--- src/rtl/spi_xfer_buffer.sv ---
`default_nettype none
// =============================================================================
// Module   : spi_xfer_buffer
// Desc     : TX/RX word FIFOs and burst launch control in front of an SPI master.
//            The RX path exists only when SPI_XFER_BUF_RX_EN is defined.
// Revision : 1.0  initial release
// =============================================================================

// -----------------------------------------------------------------------------
// Show-ahead circular FIFO used for both directions
// -----------------------------------------------------------------------------
module spi_xfer_buffer_fifo #(
    parameter int DATA_WIDTH = 32,
    parameter int DEPTH      = 8
) (
    input  logic                     clk,
    input  logic                     rst_n,
    input  logic                     i_push,
    input  logic                     i_pop,
    input  logic [DATA_WIDTH-1:0]    i_wdata,
    output logic [DATA_WIDTH-1:0]    o_rdata,
    output logic                     o_empty,
    output logic                     o_full,
    output logic [$clog2(DEPTH):0]   o_level,
    output logic                     o_push_drop
);

    localparam int            c_aw         = $clog2(DEPTH);
    localparam logic [c_aw:0] c_full_level = (c_aw+1)'(DEPTH);

    logic [DATA_WIDTH-1:0] r_mem [DEPTH];
    logic [c_aw-1:0]       r_wr_ptr;
    logic [c_aw-1:0]       r_rd_ptr;
    logic [c_aw:0]         r_count;
    logic                  w_pop;
    logic                  w_push;

    assign o_empty     = (r_count == '0);
    assign o_full      = (r_count == c_full_level);
    assign w_pop       = i_pop & ~o_empty;
    // A pop in the same cycle frees the slot, so a push is accepted even when full
    assign w_push      = i_push & (~o_full | w_pop);
    assign o_push_drop = i_push & o_full & ~w_pop;
    assign o_rdata     = o_empty ? '0 : r_mem[r_rd_ptr];
    assign o_level     = r_count;

    always_ff @(posedge clk) begin
        if (w_push) begin
            r_mem[r_wr_ptr] <= i_wdata;
        end
    end

    always_ff @(posedge clk or negedge rst_n) begin
        if (!rst_n) begin
            r_wr_ptr <= '0;
            r_rd_ptr <= '0;
            r_count  <= '0;
        end else begin
            if (w_push) begin
                r_wr_ptr <= r_wr_ptr + 1'b1;
            end
            if (w_pop) begin
                r_rd_ptr <= r_rd_ptr + 1'b1;
            end
            case ({w_push, w_pop})
                2'b10:   r_count <= r_count + 1'b1;
                2'b01:   r_count <= r_count - 1'b1;
                default: r_count <= r_count;
            endcase
        end
    end

endmodule

// -----------------------------------------------------------------------------
// Top level
// -----------------------------------------------------------------------------
module spi_xfer_buffer #(
    parameter int DATA_WIDTH = 32,
    parameter int DEPTH      = 8
) (
    input  logic                     clk,
    input  logic                     rst_n,
    input  logic                     enable,
    input  logic                     tx_wr,
    input  logic [DATA_WIDTH-1:0]    tx_wdata,
    output logic                     tx_full,
    output logic [$clog2(DEPTH):0]   tx_level,
    input  logic                     rx_rd,
    output logic [DATA_WIDTH-1:0]    rx_rdata,
    output logic                     rx_empty,
    output logic [$clog2(DEPTH):0]   rx_level,
    input  logic                     err_clr,
    output logic                     tx_ovf,
    output logic                     rx_ovf,
    output logic                     m_start,
    output logic                     m_txe,
    output logic [DATA_WIDTH-1:0]    m_tx_data,
    input  logic                     m_busy,
    input  logic                     m_done,
    input  logic [DATA_WIDTH-1:0]    m_rx_data
);

    localparam logic [1:0] c_st_idle      = 2'd0;
    localparam logic [1:0] c_st_wait_busy = 2'd1;
    localparam logic [1:0] c_st_active    = 2'd2;

    logic [1:0] r_state;
    logic       r_m_start;
    logic       r_tx_ovf;
    logic       w_tx_empty;
    logic       w_tx_pop;
    logic       w_tx_push_drop;
    logic       w_launch;

    assign m_txe    = w_tx_empty | ~enable;
    assign m_start  = r_m_start;
    assign tx_ovf   = r_tx_ovf;
    assign w_launch = (r_state == c_st_idle) & enable & ~w_tx_empty & ~m_busy;
    // The launch word leaves the FIFO on the edge closing the m_start cycle;
    // later words leave on each m_done while the burst is kept alive.
    assign w_tx_pop = r_m_start | ((r_state == c_st_active) & m_done & ~m_txe);

    spi_xfer_buffer_fifo #(
        .DATA_WIDTH (DATA_WIDTH),
        .DEPTH      (DEPTH)
    ) u_tx_fifo (
        .clk         (clk),
        .rst_n       (rst_n),
        .i_push      (tx_wr),
        .i_pop       (w_tx_pop),
        .i_wdata     (tx_wdata),
        .o_rdata     (m_tx_data),
        .o_empty     (w_tx_empty),
        .o_full      (tx_full),
        .o_level     (tx_level),
        .o_push_drop (w_tx_push_drop)
    );

    always_ff @(posedge clk or negedge rst_n) begin
        if (!rst_n) begin
            r_state   <= c_st_idle;
            r_m_start <= 1'b0;
        end else begin
            r_m_start <= 1'b0;
            case (r_state)
                c_st_idle: begin
                    if (w_launch) begin
                        r_m_start <= 1'b1;
                        r_state   <= c_st_wait_busy;
                    end
                end
                c_st_wait_busy: begin
                    if (m_busy) begin
                        r_state <= c_st_active;
                    end
                end
                c_st_active: begin
                    if (!m_busy) begin
                        r_state <= c_st_idle;
                    end
                end
                default: r_state <= c_st_idle;
            endcase
        end
    end

    // A new overflow in the clearing cycle keeps the flag set
    always_ff @(posedge clk or negedge rst_n) begin
        if (!rst_n) begin
            r_tx_ovf <= 1'b0;
        end else if (w_tx_push_drop) begin
            r_tx_ovf <= 1'b1;
        end else if (err_clr) begin
            r_tx_ovf <= 1'b0;
        end
    end

`ifdef SPI_XFER_BUF_RX_EN
    logic r_rx_ovf;
    logic w_rx_push_drop;
    logic w_rx_full_unused;

    spi_xfer_buffer_fifo #(
        .DATA_WIDTH (DATA_WIDTH),
        .DEPTH      (DEPTH)
    ) u_rx_fifo (
        .clk         (clk),
        .rst_n       (rst_n),
        .i_push      (m_done),
        .i_pop       (rx_rd),
        .i_wdata     (m_rx_data),
        .o_rdata     (rx_rdata),
        .o_empty     (rx_empty),
        .o_full      (w_rx_full_unused),
        .o_level     (rx_level),
        .o_push_drop (w_rx_push_drop)
    );

    always_ff @(posedge clk or negedge rst_n) begin
        if (!rst_n) begin
            r_rx_ovf <= 1'b0;
        end else if (w_rx_push_drop) begin
            r_rx_ovf <= 1'b1;
        end else if (err_clr) begin
            r_rx_ovf <= 1'b0;
        end
    end

    assign rx_ovf = r_rx_ovf;
`else
    // Write-only build: receive side is tied off and its inputs are ignored
    logic w_rx_unused;

    assign w_rx_unused = ^{rx_rd, m_rx_data};
    assign rx_rdata    = '0;
    assign rx_empty    = 1'b1;
    assign rx_level    = '0;
    assign rx_ovf      = 1'b0;
`endif

endmodule

`default_nettype wire
--- config.mk ---
export PLATFORM = sky130hd
export DESIGN_NAME = spi_xfer_buffer
export DESIGN_NICKNAME = d
export VERILOG_FILES = /design/src/rtl/spi_xfer_buffer.sv
export SDC_FILE = /design/constraint.sdc
export NUM_CORES = 1
export LEC_CHECK = 0
export CORE_ASPECT_RATIO = 2
export CORE_MARGIN = 2
export CORE_UTILIZATION = 59
export CTS_CLUSTER_DIAMETER = 50
export DETAILED_ROUTE_END_ITERATION = 10
export HOLD_SLACK_MARGIN = 0.15
export PLACE_DENSITY = 0.92
export SYNTH_ARGS = -nofsm -noshare
export SYNTH_HDL_FRONTEND = slang
export SYNTH_HIERARCHICAL = 1
export SYNTH_SLANG_ARGS = --single-unit
--- constraint.sdc ---
create_clock -name clk -period 10.7 [get_ports clk]
set_input_delay 2.14 -clock clk [delete_from_list [all_inputs] [get_ports clk]]
set_output_delay 2.14 -clock clk [all_outputs]
set_load 0.05 [all_outputs]
==> impl_results.md, run 1 <==
- Outcome: finished, final reports clean
- Sinks on Clock Net: 270
- Final Non-Filler Cells: 846
- Worst Tran Pin Value: 1270 ps
- Worst reg-to-reg path cell count: 8
- Worst Hold Class: flop to flop
- Post-CTS Hold Buffers: 0
- Clock latency on the worst-skew pair: 500 ps
- DR WL/cell: 24.6 µm
- Multi-input combinational cell area: 2540 µm²
- Share of post-route cells with drive strength above 1: 18.8%
- YS warnings: 6
- Sequential cell area: 8040 µm²
- Routed WL: 20.8 mm
- Most frequent cells in the layout: edfxtp_1 (256), clkdlybuf4s50_1 (78), mux4_2 (64)
- Clock skew: 11.6 ps
- Worst Path Required: 8560 ps
- Number of synthesized flops with an enable pin: 256
- Setup_tns: 0 ps
- Total Nets Final: 690
- Slew Viols, Final: 0
- Final period utilization: 55.8%
- R2R Path Start: u_tx_fifo/o_level[1]$_DFFE_PN0P_
- Hold endpoint: tx_ovf$_DFFE_PN0P_
- Die width: 99.8 µm
- DRC errors left: 0
- Hold Crit Depth: 1
- Netlist Area Pre-Place: 10,800 µm²
- Max-cap violations: 0
- Worst slew margin: 15.1%
- Critical path class: flop to primary output
- Pwr Density: 300 nW/µm²
- # rows: 70
- Util after Layout: 68.1%
- Sequential cell area fraction in the yosys report: 74.2%
- Post-synth ARST share: 5.19%
- Final ANT Viol Nets: 0
- Final GP Congestion: 0.785
- Starting Density: 59.8%
- Num CTS Buffers: 21
- Number of library cell types mapped by synthesis: 40
- Dpl hpwl: 11.7 mm
- Cell count after placement: 808
- Power, Total: 3.70 mW
- Die height: 196 µm
- Setup crit end kind: primary output
- Area Overhead vs Synth: 14.0%
- Avg Cell Area, Syn: 20.4 µm²
- VDD IR max: 180 µV
- LEAKAGE: 4.11 nW
- First-pass GRT wire length: 31.4 mm
- Final Cell Area: 12,400 µm²
- CTS resizes: 0
- # fillers: 1,054
- Top cell type by total area after synthesis: edfxtp_1
- Drt pass-1 iters: 5
- Mapped Cells: 532
- Synth Flop Type: edfxtp_1
- Grt ovf: 0
- # H-tree levels: 1
- Unrepaired setup endpoints after global routing: no
- 1st-iter DRT viols: 427
- CP Launch Type: flop
- Reg2reg setup slack: 6900 ps
- Area of the die: 19,500 µm²
- CORE AREA: 18,100 µm²
- Synth Register Bits: 270
- Root buffer cell: clkbuf_16
- Clock transition at path regs: 70 ps
- Final setup viols: 0
- I/O pin count: 150
- Hold_sp: tx_ovf$_DFFE_PN0P_
- Worst-path fanout max: 36
- Minimum clock period: 5980 ps
- WP data arrival: 3840 ps
- Initial antenna violation count: 1
- Largest net degree at the start of global routing: 67
- Final Hold Viols: 0
- Total GRT Usage: 21.9%
- Vias in the first global route: 5,519
- Area share of the largest cell type after synthesis: 71.0%
- Most common cell after layout, fill and taps aside: edfxtp_1
- Setup WS pre-CTS: 5080 ps
- Via density: 6.11
- Synth top area cells: edfxtp_1 (71%), mux4_2 (13%), dfrtp_1 (3.2%), mux2i_1 (3.0%), buf_4 (2.8%)
- I/O Buffers: 78
- PnR worst setup slack: 4720 ps
- Placed inst area: 11,700 µm²
- Post-CTS Setup Bufs: 0
- Worst flop-to-flop path endpoint: u_tx_fifo/r_mem[4][15]$_DFFE_PP_
- Max clock buf depth: 3
- Highest clock rate: 167 MHz
- Total number of vias: 5,170
- Hold Worst Slack: 478 ps
- CTS tree: yes
worst max-delay path, cell delays in order, from the launching register on:
cell and delay, ps:
dfrtp_4 830, buf_4 680, mux4_2 590, mux2i_1 300
nor2_1 120, clkdlybuf4s50_1 770
cells in the mapped netlist, types with 2 or more instances:
cell,instances
clkbuf_1,6
nor2_1,38
nor3_1,6
o31ai_1,2
a211oi_1,2
o21ai_0,2
nor4_1,2
buf_2,10
xor2_1,2
mux4_2,64
xnor2_1,5
a21o_1,2
mux2i_1,33
inv_1,7
edfxtp_1,256
o211ai_1,3
conb_1,2
buf_1,8
dfrtp_1,14
nand2b_1,5
ha_1,3
buf_4,40
nand2_1,3
cell families (layout without fill, tap and decap cells):
| kind of cell | count (synthesis) | after routing | share of synthesized area [%] |
|---|---|---|---|
| buf+inv | 72 | 133 | 4.07 |
| fa+ha+maj | 3 | 3 | 0.346 |
| flops | 270 | 270 | 74.2 |
| xor+xnor | 7 | 7 | 0.566 |
| mux | 99 | 99 | 16.6 |
| compound gates | 17 | 17 | 1.24 |
| simple gates | 62 | 62 | 2.93 |
| other cells | 2 | 39 | 0.0693 |
power by group:
group / internal, mW / switching, mW
registers: 1.33 / 0.127
logic: 0.592 / 0.951
clock network: 0.372 / 0.329
total: 2.29 / 1.41
worst max-delay path by stage:
stage | startpoint | to | slack [ps] | cells after the start
after CTS | u_tx_fifo/r_rd_ptr[0]$_DFFE_PN0N_ | m_tx_data[15] | 4680 | 5
final | u_tx_fifo/r_rd_ptr[0]$_DFFE_PN0N_ | m_tx_data[17] | 4720 | 5
after global routing | u_tx_fifo/r_rd_ptr[0]$_DFFE_PN0N_ | m_tx_data[17] | 4560 | 5
after detailed placement | enable | m_txe | 5080 | 3
after global placement | enable | m_txe | 5080 | 3
after floorplan | enable | u_tx_fifo/r_mem[0][0]$_DFFE_PP_ | 4100 | 5
registers in the layout, indices dropped and copies added (netlist names):
register and count:
m_start 1, r_state 2, tx_ovf 1, u_tx_fifo/o_level 4
u_tx_fifo/r_mem 256, u_tx_fifo/r_rd_ptr 3, u_tx_fifo/r_wr_ptr 3
layer usage:
layer	track usage [%]	wire length (µm)	part of all wire [%]	vias to the layer above
met5	0	0	0	-
li1	-	-	-	2214
met2	39.3	11600	55	258
met1	26.2	7470	36	2658
met3	3.11	1140	5.5	40
met4	9.44	669	3.2	0
cell type report:
class	count	share of cell area, %
repair buffers	89	6.99
well taps	216	2.19
clock buffers	31	4.64
inverters	7	0.213
multi-input cells	226	20.6
clock inverters	6	0.253
flip-flops and latches	270	65.1
diodes	1	0.0203
(Power assumes the default switching activity.)
==> inputs of run 2 (changes only) <==
--- a/config.mk
+++ b/config.mk
@@ -7,11 +7,11 @@
 export LEC_CHECK = 0
 export CORE_ASPECT_RATIO = 2
 export CORE_MARGIN = 2
-export CORE_UTILIZATION = 59
+export CORE_UTILIZATION = 49
 export CTS_CLUSTER_DIAMETER = 50
 export DETAILED_ROUTE_END_ITERATION = 10
 export HOLD_SLACK_MARGIN = 0.15
-export PLACE_DENSITY = 0.92
+export PLACE_DENSITY = 0.82
 export SYNTH_ARGS = -nofsm -noshare
 export SYNTH_HDL_FRONTEND = slang
 export SYNTH_HIERARCHICAL = 1
==> constraint.sdc (replaced) <==
create_clock -name clk -period 4.85 [get_ports clk]
set_input_delay 0.97 -clock clk [delete_from_list [all_inputs] [get_ports clk]]
set_output_delay 0.97 -clock clk [all_outputs]
set_load 0.05 [all_outputs]
==> impl_results.md, run 2 (synthesized netlist as in run 1, its figures left out) <==
- Starting Density: 49.5% (-10 points)
- Most frequent cells in the layout: edfxtp_1 (256), clkdlybuf4s50_1 (78), mux4_2 (64)
- I/O Buffers: 78 (unchanged)
- Total Nets Final: 700 (+1.4%)
- Biggest register: u_tx_fifo/r_mem
- VDD IR max: 703 µV (+290%)
- CP Launch Type: flop
- Worst reg-to-reg path cell count: 7 (-1)
- CORE AREA: 21,900 µm² (+21%)
- WP data arrival: 3110 ps (-730 ps)
- Clock transition at path regs: 70 ps (about the same)
- Slew Viols, Final: 0 (unchanged)
- Worst Tran Pin Value: 901 ps (-369 ps)
- Die width: 109 µm (+9.3%)
- Metal2 WL: 11.1 mm (-3.7%)
- Die height: 214 µm (+9.5%)
- Worst Path Required: 3880 ps (-4680 ps)
- Vias in the first global route: 5,453 (-1.2%)
- Total GRT Usage: 18.5% (-3.5 points)
- Max stage delay on crit path: 730 ps (-100 ps)
- Worst flop-to-flop path endpoint: u_tx_fifo/r_mem[5][27]$_DFFE_PP_
- Final GP Congestion: 0.715 (-8.9%)
- # H-tree levels: 1 (unchanged)
- Grt ovf: 0 (unchanged)
- CTS tree: yes
- Worst Hold Class: flop to flop
- Worst-path fanout max: 31 (-14%)
- Util after Layout: 58.3% (-9.9 points)
- Via density: 5.72 (-6.4%)
- Clock latency on the worst-skew pair: 530 ps (+30 ps)
- CP bufs+invs: 2 (unchanged)
- Setup crit end kind: primary output
- # rows: 77 (+10%)
- Num CTS Buffers: 24 (+14%)
- Drt pass-1 iters: 5 (unchanged)
- Stages on worst setup path: 4 (-1)
- Post-CTS Setup Bufs: 0 (unchanged)
- Worst slew margin: 39.7% (+25 points)
- Highest clock rate: 245 MHz
- Total number of vias: 5,255 (+1.6%)
- Share of post-route cells with drive strength above 1: 21.2% (+2.4 points)
- Final period utilization: 84.2%
- DRT met1 WL: 7.80 mm (+4.5%)
- CP max-delay cell: clkdlybuf4s50_1
- Initial antenna violation count: 0 (-1)
- Dpl hpwl: 11.6 mm (-1.4%)
- Top Metal Used: met4
- Clock skew: 31.9 ps (+20.3 ps)
- Post-CTS Hold Buffers: 0 (unchanged)
- Max clock buf depth: 3 (unchanged)
- Largest net degree at the start of global routing: 41 (-39%)
- Area of the die: 23,400 µm² (+20%)
- Reg2reg setup slack: 1500 ps (-5400 ps)
- Final Non-Filler Cells: 919 (+8.6%)
- Minimum clock period: 4080 ps
- Most common cell after layout, fill and taps aside: edfxtp_1
- Final setup viols: 0 (unchanged)
- First-pass GRT wire length: 32.1 mm (+2.0%)
- Max reg flops: 256 (unchanged)
- CTS resizes: 0 (unchanged)
- Area Overhead vs Synth: 17.6%
- Sinks on Clock Net: 270 (unchanged)
- Met3 routed WL: 1.45 mm (+27%)
- Outcome: finished, final reports clean
- Cell count after placement: 875 (+8.3%)
- Antenna cells: 0 (-1)
- Routed WL: 21.0 mm (+0.60%)
- Crit-path leading delay family: buffers and inverters
- R2R Path Start: u_tx_fifo/o_level[1]$_DFFE_PN0P_
- CP cell instances: nor4_4, buf_4, nor2_1, clkdlybuf4s50_1
- I/O pin count: 150 (unchanged)
- Final ANT Viol Nets: 0 (unchanged)
- DRC errors left: 0 (unchanged)
- 1st-iter DRT viols: 348 (-19%)
- Unrepaired setup endpoints after global routing: no
- LEAKAGE: 4.27 nW (+3.8%)
- Pwr Density: 672 nW/µm² (+120%)
- Crit path to: m_tx_data[31]
- DR WL/cell: 22.8 µm (-7.4%)
- Root buffer cell: clkbuf_16
- Final Hold Viols: 0 (unchanged)
- Crit path launch: u_tx_fifo/o_level[1]$_DFFE_PN0P_
- Critical path class: flop to primary output
- Max-cap violations: 0 (unchanged)
run 2: cell types whose count changed in the layout (fill, tap and decap cells not counted), sizes merged:
cell	change
buf	+7
inv	+1
bufinv	+3
clkbuf	-5
diode	-1
clkinv	+8
run 2: worst min-delay path by stage:
stage / start / end / slack, ps / cells past startpoint
final: r_state[1]$_DFFE_PN0P_ / r_state[0]$_DFFE_PN0P_ / 510 / 1
after global routing: tx_ovf$_DFFE_PN0P_ / tx_ovf$_DFFE_PN0P_ / 530 / 1
after CTS: r_state[1]$_DFFE_PN0P_ / r_state[0]$_DFFE_PN0P_ / 510 / 1
after detailed placement: r_state[1]$_DFFE_PN0P_ / r_state[0]$_DFFE_PN0P_ / 500 / 1
after global placement: tx_ovf$_DFFE_PN0P_ / tx_ovf$_DFFE_PN0P_ / 460 / 1
after floorplan: r_state[1]$_DFFE_PN0P_ / r_state[0]$_DFFE_PN0P_ / 460 / 1
run 2: per-stage QoR:
stage / setup slack [ps] / hold WS [ps] / setup TNS, ps / total power, mW / area (µm²)
2_1_floorplan: -62.1 / 461 / -5960 / 5.64 / 11000
3_3_place_gp: 1200 / 459 / 0 / 6.63 / 11900
3_5_place_dp: 1150 / 502 / 0 / 6.72 / 11900
4_1_cts: 720 / 512 / 0 / 8.64 / 12700
5_1_grt: 614 / 525 / 0 / 8.89 / 12700
6_report: 768 / 511 / 0 / 8.56 / 12700
run 2: power by group:
| group | internal [mW] | switching (mW) | total [mW] |
|---|---|---|---|
| registers | 2.93 | 0.322 | 3.25 |
| logic | 1.36 | 2.06 | 3.42 |
| clock network | 1.08 | 0.807 | 1.88 |
| total | 5.36 | 3.19 | 8.56 |
run 2: layout make-up:
class	instances	area (µm²)
clock buffer	26	608
clock inverter	18	185
fill	1523	9130
inverter	7	26.3
multi-input combinational	226	2550
sequential	270	8040
tap	276	345
timing repair buffer	96	978
run 2: routing by layer:
metal | global-route usage (%) | vias up
met5 | 0 | -
met4 | 6.45 | 0
met3 | 2.74 | 42
met2 | 30.7 | 219
met1 | 24.7 | 2747
li1 | - | 2247
